[src/rtl/kds_loader_if.sv]
// rtl/kds_loader_if.sv - word-stream input and KDS-side output bundle for kds_loader
interface kds_loader_if #(
    parameter int IO_DATA_WIDTH = 16,
    parameter int NB_GROUPS     = 12
);
    logic                     start;
    logic [IO_DATA_WIDTH-1:0] in_data;
    logic                     in_valid;
    logic                     in_ready;
    logic [IO_DATA_WIDTH-1:0] v_1;
    logic [IO_DATA_WIDTH-1:0] v_2;
    logic [IO_DATA_WIDTH-1:0] v_3;
    logic [NB_GROUPS-1:0]     LE_select;
    logic                     busy;
    logic                     done;

    modport master (
        output start, in_data, in_valid,
        input  in_ready, v_1, v_2, v_3, LE_select, busy, done
    );

    modport slave (
        input  start, in_data, in_valid,
        output in_ready, v_1, v_2, v_3, LE_select, busy, done
    );
endinterface

[src/rtl/kds_loader.sv]
// rtl/kds_loader.sv - buffers one group of kernel rows, then rewrites that group's KDS lanes
module kds_loader #(
    parameter int IO_DATA_WIDTH = 16,
    parameter int NB_GROUPS     = 12,
    parameter int LOG2_OF_DEPTH = 3
) (
    input  logic         clk,
    input  logic         arst_n_in,
    kds_loader_if.slave  bus
);
    localparam int DEPTH  = 1 << LOG2_OF_DEPTH;
    localparam int NWORDS = 3 * DEPTH;
    localparam int WW     = (NWORDS > 1) ? $clog2(NWORDS) : 1;
    localparam int GW     = (NB_GROUPS > 1) ? $clog2(NB_GROUPS) : 1;

    typedef enum logic [1:0] {S_IDLE, S_FILL, S_ISSUE} state_t;

    state_t                     r_state;
    logic [GW-1:0]              r_group;
    logic [LOG2_OF_DEPTH-1:0]   r_row;
    logic [1:0]                 r_lane;
    logic [WW-1:0]              r_word;
    logic [IO_DATA_WIDTH-1:0]   r_v1, r_v2, r_v3;
    logic [NB_GROUPS-1:0]       r_le;
    logic                       r_busy;
    logic                       r_done;
    logic [IO_DATA_WIDTH-1:0]   r_buf [DEPTH][3];

    logic                       w_ready;
    logic                       w_accept;
    logic                       w_last_word;
    logic                       w_last_row;
    logic                       w_last_group;
    logic [LOG2_OF_DEPTH-1:0]   w_next_row;
    logic [NB_GROUPS-1:0]       w_onehot;
    logic [IO_DATA_WIDTH-1:0]   w_row0_l2;

    assign w_ready      = (r_state == S_FILL);
    assign w_accept     = w_ready && bus.in_valid;
    assign w_last_word  = (r_word == WW'(NWORDS - 1));
    assign w_last_row   = (r_row == LOG2_OF_DEPTH'(DEPTH - 1));
    assign w_last_group = (r_group == GW'(NB_GROUPS - 1));
    assign w_next_row   = r_row + 1'b1;
    assign w_onehot     = NB_GROUPS'(1) << r_group;
    // With a single-row delay line the final word is also row 0 lane 2, so bypass the buffer.
    assign w_row0_l2    = (DEPTH == 1) ? bus.in_data : r_buf[0][2];

    always_ff @(posedge clk) begin
        if (w_accept) begin
            r_buf[r_row][r_lane] <= bus.in_data;
        end
    end

    always_ff @(posedge clk or negedge arst_n_in) begin
        if (!arst_n_in) begin
            r_state <= S_IDLE;
            r_group <= '0;
            r_row   <= '0;
            r_lane  <= '0;
            r_word  <= '0;
            r_v1    <= '0;
            r_v2    <= '0;
            r_v3    <= '0;
            r_le    <= '0;
            r_busy  <= 1'b0;
            r_done  <= 1'b0;
        end else begin
            r_done <= 1'b0;
            case (r_state)
                S_IDLE: begin
                    if (bus.start) begin
                        r_state <= S_FILL;
                        r_busy  <= 1'b1;
                        r_group <= '0;
                        r_row   <= '0;
                        r_lane  <= '0;
                        r_word  <= '0;
                    end
                end
                S_FILL: begin
                    if (w_accept) begin
                        if (w_last_word) begin
                            // Row 0 goes out on the same edge that takes the last word.
                            r_state <= S_ISSUE;
                            r_word  <= '0;
                            r_row   <= '0;
                            r_lane  <= '0;
                            r_le    <= w_onehot;
                            r_v1    <= r_buf[0][0];
                            r_v2    <= r_buf[0][1];
                            r_v3    <= w_row0_l2;
                        end else begin
                            r_word <= r_word + 1'b1;
                            if (r_lane == 2'd2) begin
                                r_lane <= '0;
                                r_row  <= r_row + 1'b1;
                            end else begin
                                r_lane <= r_lane + 1'b1;
                            end
                        end
                    end
                end
                S_ISSUE: begin
                    if (w_last_row) begin
                        r_le  <= '0;
                        r_v1  <= '0;
                        r_v2  <= '0;
                        r_v3  <= '0;
                        r_row <= '0;
                        if (w_last_group) begin
                            r_state <= S_IDLE;
                            r_busy  <= 1'b0;
                            r_done  <= 1'b1;
                        end else begin
                            r_group <= r_group + 1'b1;
                            r_state <= S_FILL;
                        end
                    end else begin
                        r_row <= w_next_row;
                        r_v1  <= r_buf[w_next_row][0];
                        r_v2  <= r_buf[w_next_row][1];
                        r_v3  <= r_buf[w_next_row][2];
                    end
                end
                default: r_state <= S_IDLE;
            endcase
        end
    end

    assign bus.in_ready  = w_ready;
    assign bus.v_1       = r_v1;
    assign bus.v_2       = r_v2;
    assign bus.v_3       = r_v3;
    assign bus.LE_select = r_le;
    assign bus.busy      = r_busy;
    assign bus.done      = r_done;
endmodule
[src/flat_wrapper.sv]
// flat-port wrapper written by rule: the top's interface ports become plain ports
module kds_loader_flat 
#(
    parameter int IO_DATA_WIDTH = 16,
    parameter int NB_GROUPS     = 12,
    parameter int LOG2_OF_DEPTH = 3
)
  (clk, arst_n_in, bus_start, bus_in_data, bus_in_valid, bus_in_ready, bus_v_1, bus_v_2, bus_v_3, bus_LE_select, bus_busy, bus_done);
  kds_loader_if #(.IO_DATA_WIDTH(IO_DATA_WIDTH), .NB_GROUPS(NB_GROUPS)) bus_i ();
  input  logic clk;
  input  logic arst_n_in;
  input wire logic [$bits(bus_i.start)-1:0] bus_start;
  input wire logic [$bits(bus_i.in_data)-1:0] bus_in_data;
  input wire logic [$bits(bus_i.in_valid)-1:0] bus_in_valid;
  output wire logic [$bits(bus_i.in_ready)-1:0] bus_in_ready;
  output wire logic [$bits(bus_i.v_1)-1:0] bus_v_1;
  output wire logic [$bits(bus_i.v_2)-1:0] bus_v_2;
  output wire logic [$bits(bus_i.v_3)-1:0] bus_v_3;
  output wire logic [$bits(bus_i.LE_select)-1:0] bus_LE_select;
  output wire logic [$bits(bus_i.busy)-1:0] bus_busy;
  output wire logic [$bits(bus_i.done)-1:0] bus_done;
  assign bus_i.start = bus_start;
  assign bus_i.in_data = bus_in_data;
  assign bus_i.in_valid = bus_in_valid;
  assign bus_in_ready = bus_i.in_ready;
  assign bus_v_1 = bus_i.v_1;
  assign bus_v_2 = bus_i.v_2;
  assign bus_v_3 = bus_i.v_3;
  assign bus_LE_select = bus_i.LE_select;
  assign bus_busy = bus_i.busy;
  assign bus_done = bus_i.done;
  kds_loader #(.IO_DATA_WIDTH(IO_DATA_WIDTH), .NB_GROUPS(NB_GROUPS), .LOG2_OF_DEPTH(LOG2_OF_DEPTH)) u_core (.clk(clk), .arst_n_in(arst_n_in), .bus(bus_i));
endmodule
[config.mk]
export PLATFORM = sky130hd
export DESIGN_NAME = kds_loader_flat
export DESIGN_NICKNAME = d
export VERILOG_FILES = /design/src/rtl/kds_loader_if.sv /design/src/rtl/kds_loader.sv /design/src/flat_wrapper.sv
export SDC_FILE = /design/constraint.sdc
export NUM_CORES = 1
export LEC_CHECK = 0
export BUFFER_PORTS_ARGS = -buffer_cell sky130_fd_sc_hd__buf_2
export CAP_MARGIN = 10
export CORE_MARGIN = 10
export CORE_UTILIZATION = 61
export CTS_CLUSTER_DIAMETER = 200
export DETAILED_ROUTE_END_ITERATION = 8
export HOLD_SLACK_MARGIN = 0.1
export PLACE_DENSITY = 0.75
export SYNTH_ARGS = -nofsm -noshare
export SYNTH_HDL_FRONTEND = slang
export SYNTH_SLANG_ARGS = --single-unit
[constraint.sdc]
create_clock -name clk -period 3.46 [get_ports clk]
set_input_delay 0.692 -clock clk [delete_from_list [all_inputs] [get_ports clk]]
set_output_delay 0.692 -clock clk [all_outputs]
set_load 0.005 [all_outputs]
==> flow_metrics.py, run 1 <==
metrics = {
    "logic_synthesis": {
        "synthDistinctLibCells": 39,
        "synth_fp_nets": 1058,
        "synth_common_cells": "edfxtp_1, a21oi_1, mux4_2",
        "syn_inst": 1024,
        "synthArstFlopShare_pct": 16.88,
        "synth.cell_area_um2": 18460,
        "yosysTopAreaCell": "edfxtp_1",
        "synth-seq-area-share_pct": 73.06,
        "synth-seq-cells": 462,
        "ys.flop_type": "edfxtp_1",
        "avgSynthCellArea_um2": 18.02,
        "synth_top_area_share_pct": 62.48,
        "yosysWarnings": 0,
        "yosysMostFrequentCell": "edfxtp_1",
        "synth_area_leaders": "edfxtp_1, mux4_2, dfrtp_1",
        "synth-edff-count": 384,
    },
    "global_route": {
        "track_usage_pct": 20.99,
        "grt_pass1_wl_um": 61040,
        "antenna_found_initial": 0,
        "grt_pass1_vias": 9979,
        "grt_max_degree": 107,
        "grt_remaining_overflow": 0,
    },
    "sta": {
        "holdWs_ns": 0.1181,
        "finalCritPeriodShare_pct": 74.82,
        "tightest_slew_ns": 0.8500,
        "min_period_ns": 2.589,
        "rsz0062_at_grt": "false",
        "relSlewSlack_pct": 43.33,
        "setup_ws_ns": 0.8712,
        "clock_skew_ns": 0.01157,
        "finalHoldViolations": 0,
        "drv_slew": 0,
        "fmax_mhz": 386.3,
        "setup_viol": 0,
        "finalSetupTns_ns": 0,
    },
    "worst_hold_path": {
        "hp-class": "in2async",
    },
    "floorplan": {
        "start_util_pct": 62.10,
        "core_um2": 29720,
        "fp.dieW_um": 193.9,
        "dieArea_um2": 37610,
        "fp.dieH_um": 193.9,
        "num_rows": 63,
        "ioPinCount": 83,
    },
    "pwr": {
        "combPwrFrac_pct": 25.7,
        "p_total_mw": 15.62,
        "p_seq_share_pct": 43.4,
        "ir_worst_vdd_v": 0.0005044,
        "clkPwrFrac_pct": 30.9,
        "intPower_mw": 11.07,
        "switching_share_pct": 29.15,
        "switchingPower_mw": 4.552,
        "power_density_nw_per_um2": 745.7,
        "p_leak_nw": 7.081,
    },
    "setup_path": {
        "end_kind": "flop",
        "crit_start": "u_core.r_row[0]",
        "r2r_start": "u_core.r_row[0]",
        "critPathArrivalTime_ns": 2.99,
        "reg2reg_to": "u_core.bus.v_3[4]",
        "crit_required_ns": 3.86,
        "crit_type": "reg2reg",
        "cp-start-kind": "flop",
        "worstRegToRegCells": 7,
        "r2r_slack_ns": 0.87,
        "crit_path_max_fanout": 43,
    },
    "job": {
        "max_cap_violations": 0,
    },
    "detailed_routing": {
        "first_pass_iters": 5,
        "drt_iter0_markers": 839,
        "drc_errors": 0,
        "wl_per_cell_um": 25.38,
        "detail_route.vias_per_cell": 6.159,
        "drt.antenna.violating_nets": 0,
        "finalWirelength_um": 39560,
        "vias": 9602,
    },
    "clock_network": {
        "cts-resized-gates": 0,
        "cts_tree": "built",
        "clk_latency_ns": 0.55,
        "post_cts.repair.setup_buffers": 0,
        "root_buffer": "clkbuf_16",
        "numCtsBuffers": 46,
        "postCtsHoldBufs": 0,
        "cts_max_level": 2,
        "cts.sinks": 462,
        "path_clk_slew_ns": 0.06,
        "cts_buffer_depth": 3,
    },
    "final_layout": {
        "finalInstanceArea_um2": 20940,
        "final_net_count": 1165,
        "drive_gt1_share_pct": 29.20,
        "postLayoutCoreUtil_pct": 70.47,
        "area_growth_pct": 13.48,
        "stdcell_count": 1559,
    },
    "placed_design": {
        "place_ws_ns": 0.8813,
        "placed_area_um2": 19450,
        "gp_congestion": 0.7942,
        "dpl.cell_count": 1473,
        "port_buffers": 82,
        "hpwl_um": 21170,
    },
    "outcome": {
        "status": "finished clean",
    },
}
[cells in the final DEF (no fill, tap or decap), drive strengths merged, types with 14 or more instances in the layout]
master and instances:
edfxtp 384, buf 116, a21oi 100, mux4 96
nor2 81, dfrtp 78, clkbuf 67, nor2b 53
mux2 52, nand2 27, ha 14, clkinv 14
[flip-flops by register name (all words and copies together), names as in the netlist]
register,flops
u_core.bus.LE_select,12
u_core.r_state,2
u_core.bus.v_3,16
u_core.bus.v_2,16
u_core.r_buf,384
u_core.r_group,4
u_core.r_lane,2
u_core.bus.v_1,16
u_core.bus.done,1
u_core.r_row,3
u_core.r_word,5
u_core.bus.busy,1
[layer usage]
metal | vias up | wire length [um] | GRT usage [%]
met4 | 0 | 615 | 4.884
met5 | - | 0 | 0
li1 | 4231 | - | -
met1 | 4967 | 16310 | 28.39
met2 | 352 | 19940 | 34.74
met3 | 52 | 2698 | 4.149
[power by group through the flow]
stage	Combinational (mW)	Clock, mW	Sequential, mW
after floorplan	2.76	0	6.82
after global placement	3.95	0	6.87
after detailed placement	4.04	0	6.88
after CTS	4.07	4.91	6.77
after global routing	4.42	5.14	6.82
final	4.02	4.83	6.77
[critical path, stage by stage, from the launching register on]
cell and delay, ns:
dfrtp_4 0.49, ha_2 0.22, ha_4 0.51, buf_12 0.31, mux4_2 0.35, mux2_2 0.28, a21oi_1 0.18, a21oi_1 0.09
[worst max path at each step]
stage	to	depth (start not counted)	slack, ns
after floorplan	u_core.r_buf[3][32]	7	0.88
after global placement	u_core.bus.v_3[0]	7	0.91
after detailed placement	u_core.bus.v_3[4]	7	0.88
after CTS	u_core.bus.v_3[4]	7	0.85
after global routing	u_core.bus.LE_select[5]	5	0.67
final	u_core.bus.v_3[4]	7	0.87
[logic make-up after synthesis]
kind of cell / synth area share [%]
AOI/OAI and AO/OA: 4.020
muxes: 15.11
and+or+nand+nor: 5.078
DFF: 73.06
adders and majority gates: 0.9492
buffers and inverters: 1.742
xor gates and xnor gates: 0.04747
[area by class of cell]
cell class,instances,area [um^2]
repair buffers,116,755.7
well taps,390,488.0
inverters,11,41.29
clock buffers,67,1341
fillers,1807,8775
clock inverters,18,143.9
multi-input cells,494,4683
flip-flops and latches,462,13490
diodes,1,2.502
Note: power is estimated with default switching activity, not from simulation.
==> run 2, diff against run 1 <==
--- a/config.mk
+++ b/config.mk
@@ -5,14 +5,15 @@
 export SDC_FILE = /design/constraint.sdc
 export NUM_CORES = 1
 export LEC_CHECK = 0
+export ABC_AREA = 1
 export BUFFER_PORTS_ARGS = -buffer_cell sky130_fd_sc_hd__buf_2
 export CAP_MARGIN = 10
 export CORE_MARGIN = 10
-export CORE_UTILIZATION = 61
+export CORE_UTILIZATION = 62
 export CTS_CLUSTER_DIAMETER = 200
 export DETAILED_ROUTE_END_ITERATION = 8
 export HOLD_SLACK_MARGIN = 0.1
-export PLACE_DENSITY = 0.75
+export PLACE_DENSITY = 0.76
 export SYNTH_ARGS = -nofsm -noshare
 export SYNTH_HDL_FRONTEND = slang
 export SYNTH_SLANG_ARGS = --single-unit
==> constraint.sdc (replaced) <==
create_clock -name clk -period 2.7 [get_ports clk]
set_input_delay 0.54 -clock clk [delete_from_list [all_inputs] [get_ports clk]]
set_output_delay 0.54 -clock clk [all_outputs]
set_load 0.005 [all_outputs]
==> flow_metrics.py, run 2 <==
metrics = {
    "outcome": {
        "status": "finished clean",
    },
    "clock_network": {
        "root_buffer": "clkbuf_16",
        "numCtsBuffers": 46,
        "cts_buffer_depth": 3,
        "clk_latency_ns": 0.55,
        "cts_tree": "built",
        "path_clk_slew_ns": 0.06,
        "cts_max_level": 2,
        "cts.sinks": 462,
    },
    "global_route": {
        "grt_max_degree": 199,
        "grt_remaining_overflow": 0,
        "track_usage_pct": 25.29,
        "grt_pass1_wl_um": 77470,
        "grt_pass1_vias": 13620,
        "antenna_found_initial": 0,
    },
    "logic_synthesis": {
        "synth-seq-cells": 462,
        "synth-edff-count": 384,
        "yosysWarnings": 0,
        "avgSynthCellArea_um2": 10.36,
        "synthArstFlopShare_pct": 16.88,
        "synth_common_cells": "nand2_1, edfxtp_1, nand3_1",
        "yosysMostFrequentCell": "nand2_1",
        "synth_top_area_share_pct": 57.87,
        "synth_fp_nets": 1957,
        "syn_inst": 1923,
        "synth_area_leaders": "edfxtp_1, dfrtp_1, nand2_1",
        "synthDistinctLibCells": 27,
        "ys.flop_type": "edfxtp_1",
        "synth.cell_area_um2": 19930,
        "yosysTopAreaCell": "edfxtp_1",
        "synth-seq-area-share_pct": 67.66,
    },
    "sta": {
        "min_period_ns": 2.446,
        "fmax_mhz": 408.9,
        "finalSetupTns_ns": 0,
        "holdWs_ns": 0.4235,
        "rsz0062_at_grt": "false",
        "setup_viol": 0,
        "finalHoldViolations": 0,
        "drv_slew": 0,
        "relSlewSlack_pct": 17.90,
        "finalCritPeriodShare_pct": 90.58,
        "clock_skew_ns": 0.02009,
        "tightest_slew_ns": 1.230,
    },
    "final_layout": {
        "stdcell_count": 2431,
        "final_cell_mix": "nand2_1, edfxtp_1, nand3_1, inv_1, a21oi_1",
        "n_antenna_cell": 0,
        "postLayoutCoreUtil_pct": 70.34,
        "largest_register_ffs": 384,
        "area_growth_pct": 11.68,
        "largest-register": "u_core.r_buf",
        "final_common_cell": "nand2_1",
        "fill_cells": 2153,
        "drive_gt1_share_pct": 11.88,
        "final_net_count": 2026,
        "finalInstanceArea_um2": 22250,
    },
    "floorplan": {
        "num_rows": 65,
        "fp.dieW_um": 199.3,
        "dieArea_um2": 39710,
        "start_util_pct": 62.99,
        "core_um2": 31640,
        "ioPinCount": 83,
        "fp.dieH_um": 199.3,
    },
    "detailed_routing": {
        "vias": 14060,
        "first_pass_iters": 7,
        "drt.antenna.violating_nets": 0,
        "finalWirelength_um": 49880,
        "detail_route.vias_per_cell": 5.784,
        "wl_per_cell_um": 20.52,
        "drt_iter0_markers": 2065,
        "drc_errors": 0,
    },
    "job": {
        "max_cap_violations": 0,
    },
    "setup_path": {
        "path_cells": "ha_2 -> inv_2 -> nand3_1 -> nand2_1 -> nand2_1 -> nand3_1 -> a21oi_1",
        "crit_type": "reg2reg",
        "end_kind": "flop",
        "critPathArrivalTime_ns": 2.88,
        "cp-start-kind": "flop",
        "crit_required_ns": 3.13,
        "cpMaxStageDelayCell": "inv_2",
        "slowest_delay_ns": 0.88,
        "path_buf_inv": 1,
        "critical_path.top_delay_family": "buffers and inverters",
        "crit_path_max_fanout": 57,
    },
    "pwr": {
        "ir_worst_vdd_v": 0.0006995,
        "power_density_nw_per_um2": 922.8,
        "switchingPower_mw": 6.937,
        "intPower_mw": 13.60,
        "p_seq_share_pct": 42.8,
        "switching_share_pct": 33.78,
        "clkPwrFrac_pct": 29.9,
        "p_leak_nw": 9.162,
        "combPwrFrac_pct": 27.4,
    },
    "placed_design": {
        "port_buffers": 82,
        "dpl.cell_count": 2345,
        "gp_congestion": 0.9243,
        "placed_area_um2": 20790,
        "hpwl_um": 29040,
    },
    "worst_hold_path": {
        "hp-class": "in2reg",
    },
}
[run 2: cell types whose count changed in the layout (fill, tap and decap cells not counted), sizes merged, moves of 8 or more]
cell / previous run / this run
nand3: 11 / 301
mux2: 52 / 0
a21oi: 100 / 149
mux4: 96 / 0
o21ai: 13 / 28
or2: 0 / 39
nor2: 81 / 119
inv: 12 / 266
buf: 116 / 124
nand2: 27 / 435
nor2b: 53 / 0
[run 2: stage by stage]
stage | worst slack, ns | power, mW
2_1_floorplan | 0.4521 | 12.38
3_3_place_gp | 0.4144 | 14.27
3_5_place_dp | 0.3557 | 14.41
4_1_cts | 0.3016 | 20.50
5_1_grt | 0.1593 | 21.51
6_report | 0.2543 | 20.54
[run 2: timing repair]
action	4_1_cts	5_1_grt
endpoints found under the hold margin	37	0
hold buffers	1	0
gates resized for setup	0	0
setup buffers	0	0
[run 2: kinds of logic (layout without fill, tap and decap cells)]
kind of cell / count (synthesis) / count (layout) / share of synthesized area, %
and+or+nand+nor: 896 / 896 / 19.30
buffers and inverters: 369 / 475 / 7.434
DFF: 462 / 462 / 67.66
AOI/OAI and AO/OA: 180 / 180 / 4.640
adders and majority gates: 14 / 14 / 0.8791
xor gates and xnor gates: 2 / 2 / 0.08792
[run 2: worst paths after layout]
kind / start / to / slack [ns] / depth (start not counted)
hold reg to reg: u_core.bus.LE_select[5] / u_core.bus.LE_select[5] / 0.48 / 2
setup reg to reg: u_core.r_row[1] / u_core.bus.v_1[1] / 0.25 / 7
setup / recovery: u_core.r_row[1] / u_core.bus.v_1[1] / 0.25 / 7
hold / removal: bus_start / u_core.r_word[1] / 0.42 / 5
max in group asynchronous: arst_n_in / u_core.bus.v_3[8] / 1.50 / 3
min in group asynchronous: arst_n_in / u_core.bus.v_2[11] / 0.54 / 2
[run 2: metal layers]
metal | GRT usage [%] | up-vias | part of all wire, %
met5 | 0 | - | 0
met4 | 8.392 | 0 | 2.3
met3 | 5.736 | 91 | 11
met2 | 39.31 | 827 | 47
met1 | 34.67 | 6654 | 40
li1 | - | 6488 | -
[run 2: worst reg2reg max path: cells and delay by family, from the launching register on]
| kind | cells | cell delay (ns) |
|---|---|---|
| buffers and inverters | 1 | 0.88 |
| and+or+nand+nor | 4 | 0.51 |
| AOI/OAI and AO/OA | 1 | 0.08 |
| DFF | 1 | 0.50 |
| adders and majority gates | 1 | 0.35 |
[run 2: area by class of cell]
cell class                 instances  area [um^2]  share of cell area, %
inverter                         265        997.2                  4.481
tap                              402        503.0                  2.260
clock inverter                    25        196.4                 0.8827
multi-input combinational       1092         4990                  22.42
sequential                       462        13490                  60.60
clock buffer                      60         1255                  5.639
timing repair buffer             125        825.8                  3.711
[run 2: power by group through the flow]
stage / clock network [mW] / registers [mW] / logic (mW)
floorplan: 0 / 8.77 / 3.62
global placement: 0 / 8.89 / 5.38
detailed placement: 0 / 8.90 / 5.51
CTS: 6.18 / 8.76 / 5.55
global route: 6.51 / 8.81 / 6.19
finish: 6.14 / 8.78 / 5.62
